[config.mk]
export PLATFORM = sky130hd
export DESIGN_NAME = player_state_ctrl
export DESIGN_NICKNAME = d
export VERILOG_FILES = /design/src/rtl/player_state_ctrl.sv
export SDC_FILE = /design/constraint.sdc
export NUM_CORES = 1
export LEC_CHECK = 0
export BUFFER_PORTS_ARGS = -buffer_cell sky130_fd_sc_hd__buf_2
export CORE_MARGIN = 4
export CORE_UTILIZATION = 60
export CTS_CLUSTER_SIZE = 10
export DETAILED_ROUTE_END_ITERATION = 6
export PLACE_DENSITY = 0.8
export SETUP_SLACK_MARGIN = 0.5
export SLEW_MARGIN = 0
export SYNTH_ARGS = -nofsm -noshare
export SYNTH_HDL_FRONTEND = slang
export SYNTH_SLANG_ARGS = --single-unit
[constraint.sdc]
create_clock -name clk -period 4 [get_ports clk]
set_clock_uncertainty 0.2 [all_clocks]
set_input_delay 0.2 -clock clk [delete_from_list [all_inputs] [get_ports clk]]
set_output_delay 0.2 -clock clk [all_outputs]
set_load 0.01 [all_outputs]
[src/rtl/player_state_ctrl.sv]
// -----------------------------------------------------------------------------
// player_state_ctrl
//
// Player-side controller: shot-slot scheduling with cooldown, life/damage FSM
// with hurt (invulnerable) frames, and independent per-type power-up timers.
// All state advances on the startOfFrame tick. Hit and pickup events that
// arrive between ticks are latched and consumed by the next tick.
//
// Ports
//   clk            in   system clock
//   resetN         in   asynchronous active-low reset
//   startOfFrame   in   one-cycle frame tick
//   shoot          in   fire request level, sampled at tick
//   shot_free      in   per-slot idle flags (1 = may be deployed)
//   hit_pulse      in   player collision event, any cycle
//   out_of_time    in   level timer expiry, sampled at tick
//   pickup_hit     in   pickup collected event, any cycle
//   pickup_type    in   power-up type index, captured with pickup_hit
//   god_mode       in   cheat: permanent invincibility
//   rapid_fire     in   cheat: rapid cooldown
//   deploy_shot    out  one-hot, one-cycle deploy pulse
//   lives          out  remaining lives
//   player_active  out  0 once dead
//   player_red     out  1 while hurt
//   shield         out  god_mode | pu_active[0]
//   more_damage    out  pu_active[2]
//   pu_active      out  per-type power-up active flags (bit 3 always 0)
//   game_over      out  one-cycle pulse on entry to the dead state
// -----------------------------------------------------------------------------
module player_state_ctrl #(
    parameter int unsigned MAX_SHOTS   = 8,
    parameter int unsigned NUM_PU      = 4,
    parameter int unsigned PU_FRAMES   = 1000,
    parameter int unsigned MAX_LIVES   = 3,
    parameter int unsigned START_LIVES = 3,
    parameter int unsigned CD_NORMAL   = 50,
    parameter int unsigned CD_RAPID    = 20,
    parameter int unsigned HURT_FRAMES = 64
) (
    input  logic                           clk,
    input  logic                           resetN,
    input  logic                           startOfFrame,
    input  logic                           shoot,
    input  logic [MAX_SHOTS-1:0]           shot_free,
    input  logic                           hit_pulse,
    input  logic                           out_of_time,
    input  logic                           pickup_hit,
    input  logic [$clog2(NUM_PU)-1:0]      pickup_type,
    input  logic                           god_mode,
    input  logic                           rapid_fire,
    output logic [MAX_SHOTS-1:0]           deploy_shot,
    output logic [$clog2(MAX_LIVES+1)-1:0] lives,
    output logic                           player_active,
    output logic                           player_red,
    output logic                           shield,
    output logic                           more_damage,
    output logic [NUM_PU-1:0]              pu_active,
    output logic                           game_over
);

    localparam int unsigned LW     = $clog2(MAX_LIVES + 1);
    localparam int unsigned TypeW  = $clog2(NUM_PU);
    localparam int unsigned PtrW   = (MAX_SHOTS > 1) ? $clog2(MAX_SHOTS) : 1;
    localparam int unsigned CdMax  = (CD_NORMAL > CD_RAPID) ? CD_NORMAL : CD_RAPID;
    localparam int unsigned CdW    = $clog2(CdMax + 1);
    localparam int unsigned HurtW  = $clog2(HURT_FRAMES + 1);
    localparam int unsigned PuW    = $clog2(PU_FRAMES + 1);
    // Type 3 is the extra-life pickup: it has no timer.
    localparam int unsigned PuLife = 3;

    localparam logic [1:0] StAlive = 2'd0;
    localparam logic [1:0] StHurt  = 2'd1;
    localparam logic [1:0] StDead  = 2'd2;

    // State registers
    logic [1:0]           state_q,       state_d;
    logic [LW-1:0]        lives_q,       lives_d;
    logic [HurtW-1:0]     hurt_q,        hurt_d;
    logic [CdW-1:0]       cd_q,          cd_d;
    logic [PtrW-1:0]      ptr_q,         ptr_d;
    logic [PuW-1:0]       pu_cnt_q [NUM_PU];
    logic [PuW-1:0]       pu_cnt_d [NUM_PU];
    logic                 hit_pend_q,    hit_pend_d;
    logic                 pu_pend_q,     pu_pend_d;
    logic [TypeW-1:0]     type_pend_q,   type_pend_d;
    logic [MAX_SHOTS-1:0] deploy_q,      deploy_d;
    logic                 game_over_q,   game_over_d;

    // Combinational helpers
    logic             hit_now;
    logic             pu_now;
    logic [TypeW-1:0] pu_type_now;
    logic             invincible;
    logic             rapid;
    logic [CdW-1:0]   cd_dec;
    logic             dying;
    logic [LW-1:0]    lives_work;
    logic             free_found;
    logic [PtrW-1:0]  free_idx;

    // First free shot slot, scanning upward from ptr_q with wrap-around.
    always_comb begin
        free_found = 1'b0;
        free_idx   = '0;
        for (int unsigned i = 0; i < MAX_SHOTS; i++) begin
            if (!free_found && shot_free[PtrW'((32'(ptr_q) + i) % MAX_SHOTS)]) begin
                free_found = 1'b1;
                free_idx   = PtrW'((32'(ptr_q) + i) % MAX_SHOTS);
            end
        end
    end

    // Events landing in the tick cycle are folded straight into that tick.
    assign hit_now     = hit_pend_q | hit_pulse;
    assign pu_now      = pu_pend_q | pickup_hit;
    assign pu_type_now = pickup_hit ? pickup_type : type_pend_q;

    // Both use the registered power-up state, i.e. the state before this tick.
    assign invincible = (state_q == StHurt) | god_mode | pu_active[0];
    assign rapid      = rapid_fire | pu_active[1];

    assign cd_dec = (cd_q != '0) ? cd_q - 1'b1 : '0;

    always_comb begin
        state_d     = state_q;
        lives_d     = lives_q;
        hurt_d      = hurt_q;
        cd_d        = cd_q;
        ptr_d       = ptr_q;
        hit_pend_d  = hit_pend_q;
        pu_pend_d   = pu_pend_q;
        type_pend_d = type_pend_q;
        deploy_d    = '0;
        game_over_d = 1'b0;
        dying       = 1'b0;
        lives_work  = lives_q;
        for (int unsigned i = 0; i < NUM_PU; i++) begin
            pu_cnt_d[i] = pu_cnt_q[i];
        end

        if (!startOfFrame) begin
            if (hit_pulse) begin
                hit_pend_d = 1'b1;
            end
            if (pickup_hit) begin
                pu_pend_d   = 1'b1;
                type_pend_d = pickup_type;
            end
        end else begin
            hit_pend_d = 1'b0;
            pu_pend_d  = 1'b0;

            // Cooldown counts down first, so a shot is ready on the tick the
            // cooldown expires: slot spacing equals the loaded cooldown.
            cd_d = cd_dec;
            if (shoot && (cd_dec == '0) && (state_q != StDead) && free_found) begin
                deploy_d[free_idx] = 1'b1;
                ptr_d = (free_idx == PtrW'(MAX_SHOTS - 1)) ? '0 : free_idx + 1'b1;
                cd_d  = rapid ? CdW'(CD_RAPID) : CdW'(CD_NORMAL);
            end

            if (state_q != StDead) begin
                if (state_q == StHurt) begin
                    hurt_d = (hurt_q != '0) ? hurt_q - 1'b1 : '0;
                    if (hurt_q <= HurtW'(1)) begin
                        state_d = StAlive;
                    end
                end

                if (out_of_time) begin
                    dying = 1'b1;
                end else if (hit_now && !invincible) begin
                    if (lives_q > LW'(1)) begin
                        lives_work = lives_q - 1'b1;
                        state_d    = StHurt;
                        hurt_d     = HurtW'(HURT_FRAMES);
                    end else begin
                        lives_work = '0;
                        dying      = 1'b1;
                    end
                end

                if (dying) begin
                    state_d     = StDead;
                    hurt_d      = '0;
                    game_over_d = 1'b1;
                    for (int unsigned i = 0; i < NUM_PU; i++) begin
                        pu_cnt_d[i] = '0;
                    end
                end else begin
                    for (int unsigned i = 0; i < NUM_PU; i++) begin
                        if (i != PuLife) begin
                            if (pu_cnt_q[i] != '0) begin
                                pu_cnt_d[i] = pu_cnt_q[i] - 1'b1;
                            end
                            if (pu_now && (pu_type_now == TypeW'(i))) begin
                                pu_cnt_d[i] = PuW'(PU_FRAMES);
                            end
                        end
                    end
                    // Extra life is applied after the hit of the same tick.
                    if (pu_now && (pu_type_now == TypeW'(PuLife)) &&
                        (lives_work < LW'(MAX_LIVES))) begin
                        lives_work = lives_work + 1'b1;
                    end
                end
                lives_d = lives_work;
            end
        end
    end

    always_ff @(posedge clk or negedge resetN) begin
        if (!resetN) begin
            state_q     <= StAlive;
            lives_q     <= LW'(START_LIVES);
            hurt_q      <= '0;
            cd_q        <= '0;
            ptr_q       <= '0;
            hit_pend_q  <= 1'b0;
            pu_pend_q   <= 1'b0;
            type_pend_q <= '0;
            deploy_q    <= '0;
            game_over_q <= 1'b0;
            for (int unsigned i = 0; i < NUM_PU; i++) begin
                pu_cnt_q[i] <= '0;
            end
        end else begin
            state_q     <= state_d;
            lives_q     <= lives_d;
            hurt_q      <= hurt_d;
            cd_q        <= cd_d;
            ptr_q       <= ptr_d;
            hit_pend_q  <= hit_pend_d;
            pu_pend_q   <= pu_pend_d;
            type_pend_q <= type_pend_d;
            deploy_q    <= deploy_d;
            game_over_q <= game_over_d;
            for (int unsigned i = 0; i < NUM_PU; i++) begin
                pu_cnt_q[i] <= pu_cnt_d[i];
            end
        end
    end

    always_comb begin
        pu_active = '0;
        for (int unsigned i = 0; i < NUM_PU; i++) begin
            pu_active[i] = (pu_cnt_q[i] != '0);
        end
    end

    assign deploy_shot   = deploy_q;
    assign lives         = lives_q;
    assign player_active = (state_q != StDead);
    assign player_red    = (state_q == StHurt);
    assign shield        = god_mode | pu_active[0];
    assign more_damage   = pu_active[2];
    assign game_over     = game_over_q;

endmodule

Yosys cells after proc, flatten, opt, wreduce, memory -nomap -nowiden
Index checks and enable logic that the tools add are counted.
{"block": "totals", "ff_bits": 63}
{"block": "classes", "addsub": 15, "order_cmp": 13, "eq_ne": 6, "muxes": 79, "n_bitwise": 6, "reduce_logical": 42}
{"operator": "2-to-1 mux 10 bit", "count": 6}
{"operator": "2-to-1 mux 7 bit", "count": 6}
{"operator": "less-than comparator 3 x 4 -> 1 bit (second input constant)", "count": 9}
{"operator": "2-to-1 mux 30 bit", "count": 1}
{"operator": "nonzero test 10 bit", "count": 3}
{"operator": "subtractor 10 x 1 -> 10 bit (second input constant)", "count": 3}
{"operator": "2-to-1 mux 1 bit", "count": 29}
{"operator": "2-to-1 mux 2 bit", "count": 14}
{"operator": "2-to-1 mux 3 bit", "count": 9}
{"operator": "binary-select mux 1 bit (select 3 bit)", "count": 8}
{"operator": "2-to-1 mux 6 bit", "count": 3}
{"operator": "logical AND 1 bit", "count": 17}
{"operator": "2-to-1 mux 8 bit", "count": 2}
{"operator": "adder 3 bit (second input constant)", "count": 4}
{"operator": "AND reduction 3 bit", "count": 3}
{"operator": "nonzero test 3 bit", "count": 3}
{"operator": "logical NOT 1 bit", "count": 8}
{"operator": "less-or-equal comparator 7 x 1 -> 1 bit (second input constant)", "count": 1}
{"operator": "nonzero test 7 bit", "count": 1}
{"operator": "subtractor 7 x 1 -> 7 bit (second input constant)", "count": 1}
{"operator": "adder 3 x 1 -> 3 bit (second input constant)", "count": 2}
{"operator": "adder 3 x 2 -> 3 bit (second input constant)", "count": 2}
{"operator": "logical NOT 6 bit", "count": 1}
{"operator": "OR 1 bit", "count": 6}
{"operator": "15 further kinds", "count": 19}

Longest topological paths before layout
Gate-level depths: netlist of the first run.
{"block": "logic_depth", "depth_word": 30, "mapped_depth": 14, "ltp_nobuf": 11}

Worst setup path before layout of the first run
No wires, ideal clock.
{"block": "synth_path", "kind": "reg-to-reg", "from": "register pu_cnt_q[32] (netlist name)", "to": "register lives_q[0] (netlist: lives[0])", "setup_ns": 0.079, "arrival_ns": 3.250, "required_ns": 3.721, "path_slack_ns": 0.472, "path_stages_with_launch": 11, "path_buffers": 0, "path_cell_list": "dfrtp_1 -> nor4_1 -> nand4b_1 -> or2_2 -> or3_1 -> nor2_1 -> mux2_2 -> ha_1 -> or4_1 -> xor2_1 -> o21ai_0"}
{"block": "synth_between", "elab_chain_cells": 12, "elab_cells_between_ends": 17, "cone_classes": "add/sub: 1; order compare: 1; mux: 10; bitwise: 1; reduce/logical: 4"}
{"item": "start, declared", "line_no": "81", "source": "logic [PuW-1:0] pu_cnt_q [NUM_PU];"}
{"item": "start signal, assigned by index", "line_no": "239", "source": "pu_cnt_q[i] <= pu_cnt_d[i];"}
{"item": "nonzero test 10 bit (*)", "line_no": "247", "source": "pu_active[i] = (pu_cnt_q[i] != '0);"}
{"item": "net pu_active[0]", "line_no": "57", "source": "output logic [NUM_PU-1:0] pu_active,"}
{"item": "OR 1 bit (*)", "line_no": "119", "source": "assign invincible = (state_q == StHurt) | god_mode | pu_active[0];"}
{"item": "logical NOT 1 bit (*)", "line_no": "172", "source": "end else if (hit_now && !invincible) begin"}
{"item": "logical AND 1 bit (*)", "line_no": "172"}
{"item": "2-to-1 mux 2 bit", "line_no": "172"}
{"item": "2-to-1 mux 2 bit", "line_no": "170", "source": "if (out_of_time) begin"}
{"item": "2-to-1 mux 2 bit", "line_no": "162", "source": "if (state_q != StDead) begin"}
{"item": "2-to-1 mux 2 bit", "line_no": "141", "source": "if (!startOfFrame) begin"}
{"item": "less-than comparator 2 bit", "line_no": "203", "source": "(lives_work < LW'(MAX_LIVES))) begin"}
{"item": "logical AND 1 bit", "line_no": "202", "source": "if (pu_now && (pu_type_now == TypeW'(PuLife)) &&"}
{"item": "2-to-1 mux 2 bit", "line_no": "202"}
{"item": "2-to-1 mux 2 bit (*)", "line_no": "183", "source": "if (dying) begin"}
{"item": "end signal, assigned", "line_no": "215", "source": "lives_q <= LW'(START_LIVES);"}
{"item": "end signal, assigned", "line_no": "229", "source": "lives_q <= lives_d;"}
{"item": "end, declared", "line_no": "77", "source": "logic [LW-1:0] lives_q, lives_d;"}
The timed path passes the listed nets; every way through them passes the cells marked *. The select of a mux whose other input is x is not followed.
A chain may end at the register's enable or synchronous reset.

Worst setup path in the final report of the first run
{"block": "layout_path", "from": "register pu_cnt_q[34] (netlist name)", "to": "register lives_q[0] (netlist: lives[0])"}
{"block": "layout_between", "elab_chain_cells": 12, "elab_cells_between_ends": 17, "cone_classes": "add/sub: 1; order compare: 1; mux: 10; bitwise: 1; reduce/logical: 4"}
{"item": "nonzero test 10 bit (*)", "line_no": "247"}
{"item": "OR 1 bit (*)", "line_no": "119"}
{"item": "logical NOT 1 bit (*)", "line_no": "172"}
{"item": "logical AND 1 bit (*)", "line_no": "172"}
{"item": "2-to-1 mux 2 bit", "line_no": "172"}
{"item": "2-to-1 mux 2 bit", "line_no": "170"}
{"item": "2-to-1 mux 2 bit", "line_no": "162"}
{"item": "2-to-1 mux 2 bit", "line_no": "141"}
{"item": "less-than comparator 2 bit", "line_no": "203"}
{"item": "logical AND 1 bit", "line_no": "202"}
{"item": "2-to-1 mux 2 bit", "line_no": "202"}
{"item": "2-to-1 mux 2 bit (*)", "line_no": "183"}
Mark *: on every way between the ends. The rest lies on a longest branch, timed or not. The select of a mux whose other input is x is not followed.

==> reports/results.tsv, run 1 <==
metric	value	unit
# DRC	0	
Mapped Area	0.004507	mm²
max_cap viols	0	
PnR worst setup slack	0.6494	ns
die area	0.008962	mm²
r2r endpoint	lives[0]$_DFFE_PN1P_	
Avg Cell Area, Syn	9.014	µm²
grt total ovfl	0	
post-synthesis cell count	500	
endpoints failing setup	0	
via/cell ratio	6.188	
unrepaired setup endpoints after global routing	true	
Starting Density	61.81	%
global placement routability congestion	0.9467	
Syn. warnings	0	
Post-synth EDFFs	0	
clock tree root driver cell	clkbuf_8	
layout cells sized above 1	21.47	%
FF-to-FF Start	pu_cnt_q[34]$_DFFE_PN0P_	
Hold Path End	hit_pend_q$_DFFE_PN0P_	
drt wl/cell	15.72	µm
Syn Nets	530	
Hold Path Class	input pin to flip-flop	
clk slew on worst S/H paths	0.07	ns
Layout area overhead	13.02	%
antenna violations before repair	0	
hold path depth	2	
Num CTS Buffers	9	
Setup TNS	0	ns
Die Width	94.67	µm
run status	finished clean	
VDD IR max	520.2	µV
Vias	3985	
Top Ports	38	
post-route insts no fill	644	
WP data arrival	3.42	ns
CTS Sinks	63	
post-synth top area share	33.87	%
aggregate routed wire length	10.12	mm
NumNets Final	570	
Placed Instances	621	
largest cells by area after synthesis	dfrtp_1, mux4_2, nor2_1	
Post-DP HPWL	7.249	mm
largest net degree at the start of global routing	45	
Total GRT Usage	24.11	%
predominant post-synthesis flop cell	dfrtp_1	
H-tree Lvls	3	
core region area	0.007292	mm²
Commonest cells post-synth	dfrtp_1, nor2_1, nand2_1	
worst slew pin tran	1.000	ns
Final Util	69.85	%
PD cells	725.9	mW/mm²
FF/Latch Area	0.001583	mm²
Crit Path Category	flip-flop to flip-flop	
Ant. Diodes	0	
async set-or-reset flop fraction in the synthesized netlist	100.0	%
final hold violation count	0	
#FFs+latches synth	63	
Die Y	94.67	µm
Reg2Reg Depth	10	
period utilisation layout	83.76	%
Worst Path Required	4.06	ns
cell taking the most area after synthesis	dfrtp_1	
vias in the first global route	3838	
drt pass-1 iters	5	
Buffers on Ports	36	
Final Slew Violations	0	
count leader, synth	dfrtp_1	
clock latency on the worst-skew pair	0.34	ns
Worst Setup Start Kind	flip-flop	
min Tclk post-route	3.351	ns
sequential share of the synthesized area	35.04	%
Worst slew margin	33.32	%
Crit. End Element	flip-flop	
FP Rows	31	
Clock Path Buffers	2	
area of the multi-input gates	0.002763	mm²
Final ANT Viol Nets	0	
fill cell count	587	
Yosys cell types	67	
pre-CTS setup slack	0.4984	ns
first-pass GRT wire length	17.36	mm
Fmax achieved	298.5	MHz
number of DRC markers in iteration 0	182	
TritonCTS clock tree	built	
crit path max fanout	3	
R2R setup slack	0.65	ns
HP Start	startOfFrame	
LEAKAGE	2.177	nW
## how the worst max path moves through the flow
stage / start / to / slack (ns)
floorplan: pu_cnt_q[32]$_DFFE_PN0P_ / lives[0]$_DFFE_PN1P_ / 0.54
global placement: pu_cnt_q[32]$_DFFE_PN0P_ / lives[0]$_DFFE_PN1P_ / 0.59
detailed placement: pu_cnt_q[32]$_DFFE_PN0P_ / lives[0]$_DFFE_PN1P_ / 0.50
CTS: pu_cnt_q[32]$_DFFE_PN0P_ / lives[0]$_DFFE_PN1P_ / 0.55
global route: pu_cnt_q[34]$_DFFE_PN0P_ / lives[0]$_DFFE_PN1P_ / 0.47
finish: pu_cnt_q[34]$_DFFE_PN0P_ / lives[0]$_DFFE_PN1P_ / 0.65
## report_power, final
part	total (W)	switching, W	internal (W)
clock	0.000569	0.000249	0.000320
sequential	0.00109	0.000242	0.000850
combinational	0.00204	0.00112	0.000917
total	0.00370	0.00161	0.00209
## layout by cell type, fill, tap and decap left out, drive strengths merged, types with 12 or more instances in the layout
cell	instances
dfrtp	61
nor2	58
buf	49
nand2	45
a21oi	40
o21ai	29
inv	21
o22a	18
nor3	15
mux2i	15
or3	13
mux2	13
mux4	12
## cells by family after synthesis
kind of cell / Yosys count / synth area share (%)
and+or+nand+nor: 185 / 20.18
DFF: 63 / 35.04
AOI/OAI and AO/OA: 142 / 21.79
xor gates and xnor gates: 11 / 2.138
adders and majority gates: 11 / 3.054
muxes: 40 / 12.83
other: 1 / 0.08321
buffers and inverters: 47 / 4.886
## repair_timing
action	CTS	global route
setup endpoints to repair	2	13
hold buffers	6	0
pin swaps	1	3
setup buffers	1	0
endpoints found under the hold margin	46	0
resized for setup	0	13
## state kept, by name, indices dropped and copies added (netlist names)
register,count
game_over,1
state_q,2
pu_pend_q,1
ptr_q,3
cd_q,6
type_pend_q,2
hurt_q,7
lives,2
pu_cnt_q,30
deploy_shot,8
hit_pend_q,1
## critical path, stage by stage (launching register included)
cell	delay, ns
dfrtp_1	0.43
nor4_4	0.33
nand4b_1	0.17
or2_2	0.31
or3_1	0.34
nor2_2	0.14
mux2_4	0.32
ha_1	0.20
or4_4	0.55
xor2_1	0.15
o21ai_0	0.14
## final cells by class
type	instances	area share [%]
inverters	21	1.548
clock buffers	11	2.972
multi-input cells	390	54.24
well taps	99	2.432
clock inverters	5	1.105
flip-flops and latches	63	31.07
repair buffers	55	6.632
## per-stage QoR
step                hold slack [ns]  instance area (µm²)  total power (W)
floorplan                   -0.2956                 4513         0.002637
detailed placement           0.2279                 4766         0.003049
global placement             0.2252                 4766         0.002986
global route                0.07914                 5094         0.003986
CTS                         0.04708                 5041         0.003641
finish                      0.04270                 5094         0.003697
## layer usage
layer  vias up  GRT usage, %  part of all wire, %
li1       1922             -                    -
met1      1922         31.24                   43
met2       130         40.87                   49
met3        11         5.896                  6.5
met4         0         5.529                  1.0
met5         -             0                    0
Power figures use the tool's default switching activity.
==> run 2, diff against run 1 <==
==> constraint.sdc (replaced) <==
create_clock -name clk -period 3.1 [get_ports clk]
set_clock_uncertainty 0.2 [all_clocks]
set_input_delay 0.155 -clock clk [delete_from_list [all_inputs] [get_ports clk]]
set_output_delay 0.155 -clock clk [all_outputs]
set_load 0.01 [all_outputs]
==> run 2 against run 1 <==
The flow now finishes with violations (setup timing). Critical path depth unchanged. Hold slack got worse by 0.025 ns. First-iteration DRC count is 120% higher. Clock power grew 60%. Setup slack got worse by 0.67 ns. Utilization rose by 13 points. Via count increased by 15%. Sequential power increased by 28%.
==> reports/results.tsv, run 2 (synthesized netlist as in run 1, its figures left out) <==
metric	value	unit
most frequent cells in the layout	dfrtp_1, buf_4, nor2_1	
pre-CTS setup slack	-0.2373	ns
PD cells	1061	mW/mm²
clock tree root driver cell	clkbuf_8	
Post-DP HPWL	8.120	mm
Crit Path Category	flip-flop to flip-flop	
Top Ports	38	
Starting Density	61.81	%
largest net degree at the start of global routing	36	
final hold violation count	0	
WP data arrival	3.19	ns
fill cell count	420	
Num CTS Buffers	9	
aggregate routed wire length	14.31	mm
run status	finished with violations	
FP Rows	31	
Die Width	94.67	µm
# DRC	0	
via/cell ratio	6.592	
Worst slew margin	43.34	%
Final Slew Violations	0	
crit path max fanout	2	
max_cap viols	0	
endpoints failing setup	3	
period utilisation layout	100.6	%
drt wl/cell	20.50	µm
Clock Path Buffers	2	
first-pass GRT wire length	21.16	mm
Fmax achieved	320.6	MHz
layout cells sized above 1	36.39	%
Worst Setup Start Kind	flip-flop	
global placement routability congestion	0.9190	
PnR worst setup slack	-0.01964	ns
H-tree Lvls	3	
min Tclk post-route	3.120	ns
Total GRT Usage	30.03	%
die area	0.008962	mm²
CTS Sinks	63	
Hold Path Class	input pin to flip-flop	
Slowest-stage cell, CP	or4_4	
Vias	4601	
Final Util	82.52	%
Final ANT Viol Nets	0	
worst slew pin tran	0.8499	ns
Power, Total	0.006382	W
Die Y	94.67	µm
unrepaired setup endpoints after global routing	true	
Layout area overhead	33.51	%
Ant. Diodes	0	
CP peak stage delay	0.45	ns
largest reg by FF count	pu_cnt_q	
drt pass-1 iters	6	
LEAKAGE	2.589	nW
Crit. End Element	flip-flop	
antenna violations before repair	0	
CP Cell Sequence	nor4_4 > nand4b_1 > or2_4 > or3_4 > nor2_4 > mux2_4 > ha_4 > or4_4 > xor2_2 > o21ai_1	
number of DRC markers in iteration 0	405	
VDD IR max	471.1	µV
grt total ovfl	0	
Buffers on Ports	36	
vias in the first global route	4417	
NumNets Final	624	
clk slew on worst S/H paths	0.08	ns
failing checks	setup timing	
number of flip-flops in the largest register	30	
Worst Path Required	3.17	ns
TritonCTS clock tree	built	
clock latency on the worst-skew pair	0.35	ns
leading cell type in the layout, fill and taps excluded	dfrtp_1	
core region area	0.007292	mm²
run 2: cell count changes in the layout (fill, tap and decap cells not counted), moves of 5 or more:
cell	change
buf_6	+11
nand2b_4	+5
ha_4	+5
nor2_1	-6
nand2b_1	-5
buf_4	+39
ha_1	-5
run 2: where the power goes:
group / internal [W] / switching [W] / leakage [nW]
Clock: 0.000559 / 0.000354 / 0.124
Sequential: 0.00109 / 0.000305 / 0.803
Combinational: 0.00195 / 0.00212 / 1.66
Total: 0.00360 / 0.00278 / 2.59
run 2: path summary, 6_finish.rpt:
check / cells past startpoint / to / start / slack [ns]
worst max register to register: 10 / lives[0]$_DFFE_PN1P_ / pu_cnt_q[34]$_DFFE_PN0P_ / -0.02
worst min register to register: 2 / lives[1]$_DFFE_PN1P_ / lives[1]$_DFFE_PN1P_ / 0.31
worst max-delay path: 10 / lives[0]$_DFFE_PN1P_ / pu_cnt_q[34]$_DFFE_PN0P_ / -0.02
worst min-delay path: 2 / pu_pend_q$_DFFE_PN0P_ / startOfFrame / 0.02
min in group asynchronous: 2 / deploy_shot[1]$_DFF_PN0_ / resetN / 0.24
max in group asynchronous: 3 / state_q[1]$_DFFE_PN0P_ / resetN / 1.71
run 2: area by class of cell:
cell class / count / area, µm² / area share [%]
clock inverter: 5 / 103.9 / 1.726
multi-input combinational: 391 / 3120 / 51.86
timing repair buffer: 108 / 859.6 / 14.29
tap: 99 / 123.9 / 2.059
inverter: 21 / 86.33 / 1.435
sequential: 63 / 1582 / 26.28
clock buffer: 11 / 141.4 / 2.350
run 2: worst max-delay path: cells and delay by family, from the launching register on:
family	cells	cell delay (ns)
XOR/XNOR	1	0.17
adder cells (fa/ha/maj)	1	0.15
multiplexers	1	0.32
AO/OA/AOI/OAI	1	0.13
AND/OR/NAND/NOR	6	1.66
flip-flops	1	0.41
run 2: through the flow:
stage	setup TNS, ns	instance area [µm²]	hold WS (ns)	instances
global placement	-0.2130	5051	0.09669	642
finish	-0.03856	6017	0.01773	698
detailed placement	-0.4340	5051	0.08532	642
floorplan	-0.4329	4667	-0.3406	500
CTS	-0.05663	5724	0.01769	685
global route	-0.7340	6017	0.03431	698
run 2: routing by layer:
layer	vias to the layer above	track usage [%]	routed length, µm
li1	2034	-	-
met1	2219	36.30	5398
met2	282	51.79	7184
met3	66	5.817	1122
met4	0	13.46	607
met5	-	0	0
run 2: what timing repair did:
item                       CTS  global route
resized for setup           39            44
hold endpoints to repair    36             0
buffers inserted            18            13
hold buffers                 6             0
pin swaps                   18            16
cloned                       3             0
setup endpoints to repair   43            50
